--- src/rtl/rasm_uart_pkg.sv ---
// Shared types and defaults for the host-side UART command front end.
//   asm_state_t : command assembler states (HIGH, LOW, READY)
//   tx_state_t  : response transmitter states (IDLE, START, DATA, STOP)
//   rx_state_t  : receiver states
//   BAUD_DIV_DEF: clk cycles per UART bit (100 MHz / 57600)
package rasm_uart_pkg;
  localparam int BAUD_DIV_DEF = 1736;

  typedef enum logic [1:0] {HIGH, LOW, READY} asm_state_t;
  typedef enum logic [1:0] {IDLE, START, DATA, STOP} tx_state_t;
  typedef enum logic [1:0] {RX_IDLE, RX_START, RX_DATA, RX_STOP} rx_state_t;
endpackage

--- src/rtl/uart_rx.sv ---
// UART receiver: 2-flop synchroniser, start-bit glitch check, 8N1 sampling.
//   clk, rst   : clock, async active-high reset
//   rx         : raw serial input (idles high)
//   rx_data    : received byte, valid with rx_vld
//   rx_vld     : 1-cycle pulse, byte received with good stop bit
//   frame_err  : 1-cycle pulse, stop bit read 0 (byte dropped)
module uart_rx
  import rasm_uart_pkg::*;
#(
  parameter int BAUD_DIV = BAUD_DIV_DEF
) (
  input  logic       clk,
  input  logic       rst,
  input  logic       rx,
  output logic [7:0] rx_data,
  output logic       rx_vld,
  output logic       frame_err
);
  localparam int CW = $clog2(BAUD_DIV);
  localparam logic [CW-1:0] BIT_LAST  = CW'(BAUD_DIV - 1);
  localparam logic [CW-1:0] HALF_LAST = CW'(BAUD_DIV / 2 - 1);

  logic      sync1_q, sync2_q, prev_q;
  rx_state_t state_q, state_d;
  logic [CW-1:0] cnt_q, cnt_d;
  logic [3:0] bit_q, bit_d;
  logic [7:0] sh_q, sh_d;
  logic       vld_q, vld_d, ferr_q, ferr_d;

  always_ff @(posedge clk or posedge rst) begin
    if (rst) begin
      sync1_q <= 1'b1;
      sync2_q <= 1'b1;
      prev_q  <= 1'b1;
      state_q <= RX_IDLE;
      cnt_q   <= '0;
      bit_q   <= '0;
      sh_q    <= '0;
      vld_q   <= 1'b0;
      ferr_q  <= 1'b0;
    end else begin
      sync1_q <= rx;
      sync2_q <= sync1_q;
      prev_q  <= sync2_q;
      state_q <= state_d;
      cnt_q   <= cnt_d;
      bit_q   <= bit_d;
      sh_q    <= sh_d;
      vld_q   <= vld_d;
      ferr_q  <= ferr_d;
    end
  end

  always_comb begin
    state_d = state_q;
    cnt_d   = cnt_q + 1'b1;
    bit_d   = bit_q;
    sh_d    = sh_q;
    vld_d   = 1'b0;
    ferr_d  = 1'b0;
    case (state_q)
      // Falling edge needs a high sample before it, so after a framing
      // error with RX stuck low we only rearm once the line returns high.
      RX_IDLE: begin
        cnt_d = '0;
        bit_d = '0;
        if (prev_q && !sync2_q) state_d = RX_START;
      end
      RX_START: if (cnt_q == HALF_LAST) begin
        cnt_d   = '0;
        state_d = sync2_q ? RX_IDLE : RX_DATA;  // high at mid-bit: glitch
      end
      RX_DATA: if (cnt_q == BIT_LAST) begin
        cnt_d = '0;
        sh_d  = {sync2_q, sh_q[7:1]};
        bit_d = bit_q + 4'd1;
        if (bit_d >= 4'd8) begin
          bit_d   = '0;
          state_d = RX_STOP;
        end
      end
      RX_STOP: if (cnt_q == BIT_LAST) begin
        cnt_d   = '0;
        state_d = RX_IDLE;
        if (sync2_q) vld_d = 1'b1;
        else         ferr_d = 1'b1;
      end
      default: state_d = RX_IDLE;
    endcase
  end

  assign rx_data   = sh_q;
  assign rx_vld    = vld_q;
  assign frame_err = ferr_q;
endmodule

--- src/rtl/uart_cmd_wrapper.sv ---
// Host-side serial front end for the command/config unit.
// Two RX bytes (high then low) form a 16-bit cmd; an 8-bit resp is sent back.
//   clk, rst    : clock, async active-high reset
//   RX / TX     : serial from / to host, both idle high
//   cmd,cmd_rdy : assembled command, held until clr_cmd_rdy
//   clr_cmd_rdy : 1-cycle pulse, drops cmd_rdy
//   resp,send_resp : byte to send, 1-cycle start pulse (ignored while busy)
//   resp_sent   : 1-cycle pulse at end of the stop bit
//   frame_err   : 1-cycle pulse on a bad received stop bit
module uart_cmd_wrapper
  import rasm_uart_pkg::*;
#(
  parameter int BAUD_DIV = BAUD_DIV_DEF
) (
  input  logic        clk,
  input  logic        rst,
  input  logic        RX,
  output logic        TX,
  output logic [15:0] cmd,
  output logic        cmd_rdy,
  input  logic        clr_cmd_rdy,
  input  logic [7:0]  resp,
  input  logic        send_resp,
  output logic        resp_sent,
  output logic        frame_err
);
  localparam int CW = $clog2(BAUD_DIV);
  localparam logic [CW-1:0] BIT_LAST = CW'(BAUD_DIV - 1);

  logic [7:0] rx_data;
  logic       rx_vld, rx_ferr;

  uart_rx #(.BAUD_DIV(BAUD_DIV)) u_rx (
    .clk(clk), .rst(rst), .rx(RX),
    .rx_data(rx_data), .rx_vld(rx_vld), .frame_err(rx_ferr)
  );

  // Command assembler
  asm_state_t asm_q, asm_d;
  logic [15:0] cmd_q, cmd_d;
  logic        rdy_q, rdy_d;

  always_ff @(posedge clk or posedge rst) begin
    if (rst) begin
      asm_q <= HIGH;
      cmd_q <= '0;
      rdy_q <= 1'b0;
    end else begin
      asm_q <= asm_d;
      cmd_q <= cmd_d;
      rdy_q <= rdy_d;
    end
  end

  always_comb begin
    asm_d = asm_q;
    cmd_d = cmd_q;
    rdy_d = rdy_q;
    case (asm_q)
      HIGH: if (rx_vld) begin
        cmd_d[15:8] = rx_data;
        asm_d       = LOW;
      end
      LOW: begin
        if (rx_vld) begin
          cmd_d[7:0] = rx_data;
          rdy_d      = 1'b1;
          asm_d      = READY;
        end else if (rx_ferr) begin
          asm_d = HIGH;  // resync: abandon the stored high byte
        end
      end
      READY: if (clr_cmd_rdy) begin
        rdy_d = 1'b0;
        // A byte arriving with the clear starts the next command.
        if (rx_vld) begin
          cmd_d[15:8] = rx_data;
          asm_d       = LOW;
        end else begin
          asm_d = HIGH;
        end
      end
      default: asm_d = HIGH;
    endcase
  end

  // Response transmitter; latched byte stays intact, bits picked by index
  tx_state_t tx_st_q, tx_st_d;
  logic [CW-1:0] tcnt_q, tcnt_d;
  logic [3:0]    tbit_q, tbit_d;
  logic [7:0]    tbyte_q, tbyte_d;
  logic          tx_q, tx_d, sent_q, sent_d;

  always_ff @(posedge clk or posedge rst) begin
    if (rst) begin
      tx_st_q <= IDLE;
      tcnt_q  <= '0;
      tbit_q  <= '0;
      tbyte_q <= '0;
      tx_q    <= 1'b1;
      sent_q  <= 1'b0;
    end else begin
      tx_st_q <= tx_st_d;
      tcnt_q  <= tcnt_d;
      tbit_q  <= tbit_d;
      tbyte_q <= tbyte_d;
      tx_q    <= tx_d;
      sent_q  <= sent_d;
    end
  end

  always_comb begin
    tx_st_d = tx_st_q;
    tcnt_d  = tcnt_q + 1'b1;
    tbit_d  = tbit_q;
    tbyte_d = tbyte_q;
    tx_d    = tx_q;
    sent_d  = 1'b0;
    case (tx_st_q)
      IDLE: begin
        tcnt_d = '0;
        tbit_d = '0;
        if (send_resp) begin
          tbyte_d = resp;
          tx_d    = 1'b0;
          tx_st_d = START;
        end
      end
      START: if (tcnt_q == BIT_LAST) begin
        tcnt_d  = '0;
        tx_d    = tbyte_q[0];
        tx_st_d = DATA;
      end
      DATA: if (tcnt_q == BIT_LAST) begin
        tcnt_d = '0;
        tbit_d = tbit_q + 4'd1;
        if (tbit_d >= 4'd8) begin
          tbit_d  = '0;
          tx_d    = 1'b1;
          tx_st_d = STOP;
        end else begin
          tx_d = tbyte_q[tbit_d[2:0]];
        end
      end
      STOP: if (tcnt_q == BIT_LAST) begin
        tcnt_d  = '0;
        sent_d  = 1'b1;
        tx_st_d = IDLE;
      end
      default: tx_st_d = IDLE;
    endcase
  end

  assign TX        = tx_q;
  assign cmd       = cmd_q;
  assign cmd_rdy   = rdy_q;
  assign resp_sent = sent_q;
  assign frame_err = rx_ferr;
endmodule

--- config.mk ---
export PLATFORM = sky130hd
export DESIGN_NAME = uart_cmd_wrapper
export DESIGN_NICKNAME = d
export VERILOG_FILES = /design/src/rtl/rasm_uart_pkg.sv /design/src/rtl/uart_rx.sv /design/src/rtl/uart_cmd_wrapper.sv
export SDC_FILE = /design/constraint.sdc
export NUM_CORES = 1
export LEC_CHECK = 0
export ABC_AREA = 0
export BUFFER_PORTS_ARGS = -buffer_cell sky130_fd_sc_hd__buf_2
export CAP_MARGIN = 10
export CORE_AREA = 3 3 99 101
export DETAILED_ROUTE_END_ITERATION = 8
export DIE_AREA = 0 0 102 104
export PLACE_DENSITY = 0.65
export SYNTH_ARGS = -nofsm -noshare
export SYNTH_HDL_FRONTEND = slang
export SYNTH_SLANG_ARGS = --single-unit
--- constraint.sdc ---
create_clock -name clk -period 3.4 [get_ports clk]
set_clock_uncertainty 0.15 [all_clocks]
set_input_delay 0.68 -clock clk [delete_from_list [all_inputs] [get_ports clk]]
set_output_delay 0.68 -clock clk [all_outputs]
set_load 0.005 [all_outputs]
==> results.toml <==
[yosys]
seq_area_frac_synth = 0.552
synth_edf_count = 0
synth.area.mux_share = 0.133
synth-simple-area-share = 0.150
ys_types = 45
syn_avg_cell_area_um2 = 12.0
ys_warn_count = 0
synthArstFlopShare = 1.00
synthFlopType = "dfrtp_1"
synthCells = 288
synth_top_family_by_area = "simple AND/OR/NAND/NOR gates"
netlist.top_cell.by_area = "dfrtp_1"
yosys.area_share.adder = 0.0326
yosys-top-cells-area = "dfrtp_1, mux2_2, xnor2_1, nor2_1, ha_1"
syn_area_um2 = 3460
synth-seq-cells = 76
synth_xor_area_frac = 0.0532
syn_nets = 310
synth_top_area_frac = 0.521
synth-compound-area-share = 0.0608

[finish]
utilization = 0.432
final_common_cell = "dfrtp_1"
antennaDiodeCount = 0
area_delta_synth_final_pct = 13.9
drive_gt1_frac = 0.304
num-nets-final = 349
mostFrequentLayoutCells = "dfrtp_1, mux2_2, nor2_1, buf_2, nand2_1"

[power]
p_per_area_nw_per_um2 = 408
ir_drop_v = 0.000265
p_leak_nw = 1.85

[detailed_routing]
detail-route-antenna-nets = 0
via_per_inst = 5.04
vias = 2231
drc = 0
wirelength_mm = 5.69
wl_per_cell_um = 12.8
drt_iter0_markers = 54
firstDrtPassIters = 4

[clocking]
clockRootBuffer = "clkbuf_8"
clk_pin_slew_ps = 90
worstSkewPairLatency_ps = 350
postCtsSetupRepairBufs = 0
clkSinkCount = 76
numCtsBuffers = 9
clock_path_buffers = 2
postCtsResizedCells = 0
hold_buffers = 0
cts_tree = "built"
htree_levels = 3

[critical_path]
path_cells = "ha_1 > nand2_1 > or4_4 > a2bb2oi_2 > mux2i_1"
slowest_stage = "or4_4"
max_stage_delay_ps = 600
crit_arrival_ps = 2510
critical_path_class = "register to register"
cp_max_fo = 12
setup.worst_path.end_class = "register"
critPathRequiredTime_ps = 3530
worst_setup_path_start_kind = "register"

[global_route]
antenna_found_initial = 0
grt_usage = 0.119
overflow = 0
grt_pass1_vias = 2242
grt_pass1_wl_mm = 10.2
grt_max_degree = 52

[placement]
hpwl_mm = 4.07
gp_congestion = 0.778
port-buffer-count = 32

[die]
start_util = 0.379
die_area_um2 = 10600
num_rows = 35
coreArea_um2 = 9110
die_h_um = 104
dieWidth_um = 102
io_pins = 33

[sta]
fmax_ghz = 0.421
worst_pin_slew_ps = 560
finalMaxSlewViolations = 0
finalCritPeriodShare = 0.699
relSlewSlack = 0.626
finalSetupViolCount = 0
final-hold-violation-count = 0
setup_tns_ps = 0
rsz0062_at_grt = "false"
min_period_ps = 2380

[job]
max_cap_viol_count = 0

[min_path]
hold_path.class = "register to register"

[run_status]
status = "completed"
## logic make-up after synthesis
| family | Yosys count |
|---|---|
| AND/OR/NAND/NOR | 98 |
| flip-flops | 76 |
| multiplexers | 39 |
| AO/OA/AOI/OAI | 29 |
| XOR/XNOR | 21 |
| buffers and inverters | 16 |
| adder cells (fa/ha/maj) | 9 |
## per-layer routing
layer | wire, µm | part of all wire | track usage | vias to the layer above
li1 | - | - | - | 1094
met3 | 223 | 0.039 | 0.0329 | 7
met2 | 2750 | 0.48 | 0.188 | 44
met5 | 0 | 0 | 0 | -
met1 | 2630 | 0.46 | 0.154 | 1086
met4 | 88 | 0.015 | 0.0469 | 0
## worst max-delay path: cells and delay by family, from the launching register on
| kind | cells | cell delay, ps |
|---|---|---|
| adders and majority gates | 1 | 260 |
| muxes | 1 | 240 |
| and+or+nand+nor | 2 | 800 |
| DFF | 1 | 400 |
| AOI/OAI and AO/OA | 1 | 480 |
## power breakdown
group / total, mW / switching [mW] / internal (mW) / leakage (nW)
clock: 0.648 / 0.364 / 0.284 / 0.0947
combinational: 0.0426 / 0.0288 / 0.0138 / 0.730
sequential: 0.916 / 0.00685 / 0.909 / 1.03
total: 1.61 / 0.400 / 1.21 / 1.85
## flip-flops by register name (all words and copies together) (netlist names), 2 cells and up, named ones only
| register | cells |
|---|---|
| u_rx.cnt_q | 11 |
| tbit_q | 4 |
| u_rx.rx_data | 8 |
| asm_q | 2 |
| tx_st_q | 2 |
| cmd | 16 |
| tbyte_q | 8 |
| tcnt_q | 11 |
| u_rx.bit_q | 4 |
## through the flow
| step | worst slack (ps) | cells | hold slack [ps] | power, mW | instance area [µm²] |
|---|---|---|---|---|---|
| 6_report | 1020 | 443 | 211 | 1.61 | 3940 |
| 5_1_grt | 784 | 443 | 221 | 1.68 | 3940 |
| 4_1_cts | 982 | 443 | 213 | 1.64 | 3940 |
| 3_5_place_dp | 1010 | 427 | 201 | 0.979 | 3750 |
| 3_3_place_gp | 1060 | 427 | 199 | 0.979 | 3750 |
| 2_1_floorplan | 638 | 288 | 195 | 0.962 | 3460 |
## cell usage after synthesis, types with 3 or more instances
| cell | number |
|---|---|
| nor3_1 | 9 |
| xnor2_1 | 16 |
| o21ai_0 | 9 |
| nand2_1 | 20 |
| nand3_1 | 13 |
| ha_1 | 9 |
| nor2b_1 | 3 |
| nor4_1 | 3 |
| dfstp_2 | 4 |
| and2_1 | 3 |
| a21oi_1 | 4 |
| inv_1 | 11 |
| nor2_1 | 32 |
| dfrtp_1 | 72 |
| clkbuf_1 | 4 |
| xor2_1 | 5 |
| mux2i_1 | 3 |
| mux2_2 | 34 |
## final timing paths
check	start	to	slack, ps	cells past startpoint
worst min-delay path	u_rx.sync1_q	u_rx.sync2_q	210	0
min in group asynchronous	rst	tx_st_q[1]	230	2
worst max-delay path	u_rx.cnt_q[0]	u_rx.state_q[0]	1020	5
worst max register to register	u_rx.cnt_q[0]	u_rx.state_q[0]	1020	5
worst min register to register	u_rx.sync1_q	u_rx.sync2_q	210	0
max in group asynchronous	rst	u_rx.sync2_q	2160	3
## layout make-up
cell class | count | area, µm²
clock buffers | 9 | 124
clock inverters | 7 | 65.1
fillers | 860 | 5170
inverters | 11 | 41.3
multi-input cells | 196 | 1480
flip-flops and latches | 76 | 1910
well taps | 111 | 139
repair buffers | 33 | 180
No activity file was read; power rests on OpenSTA's default activity.
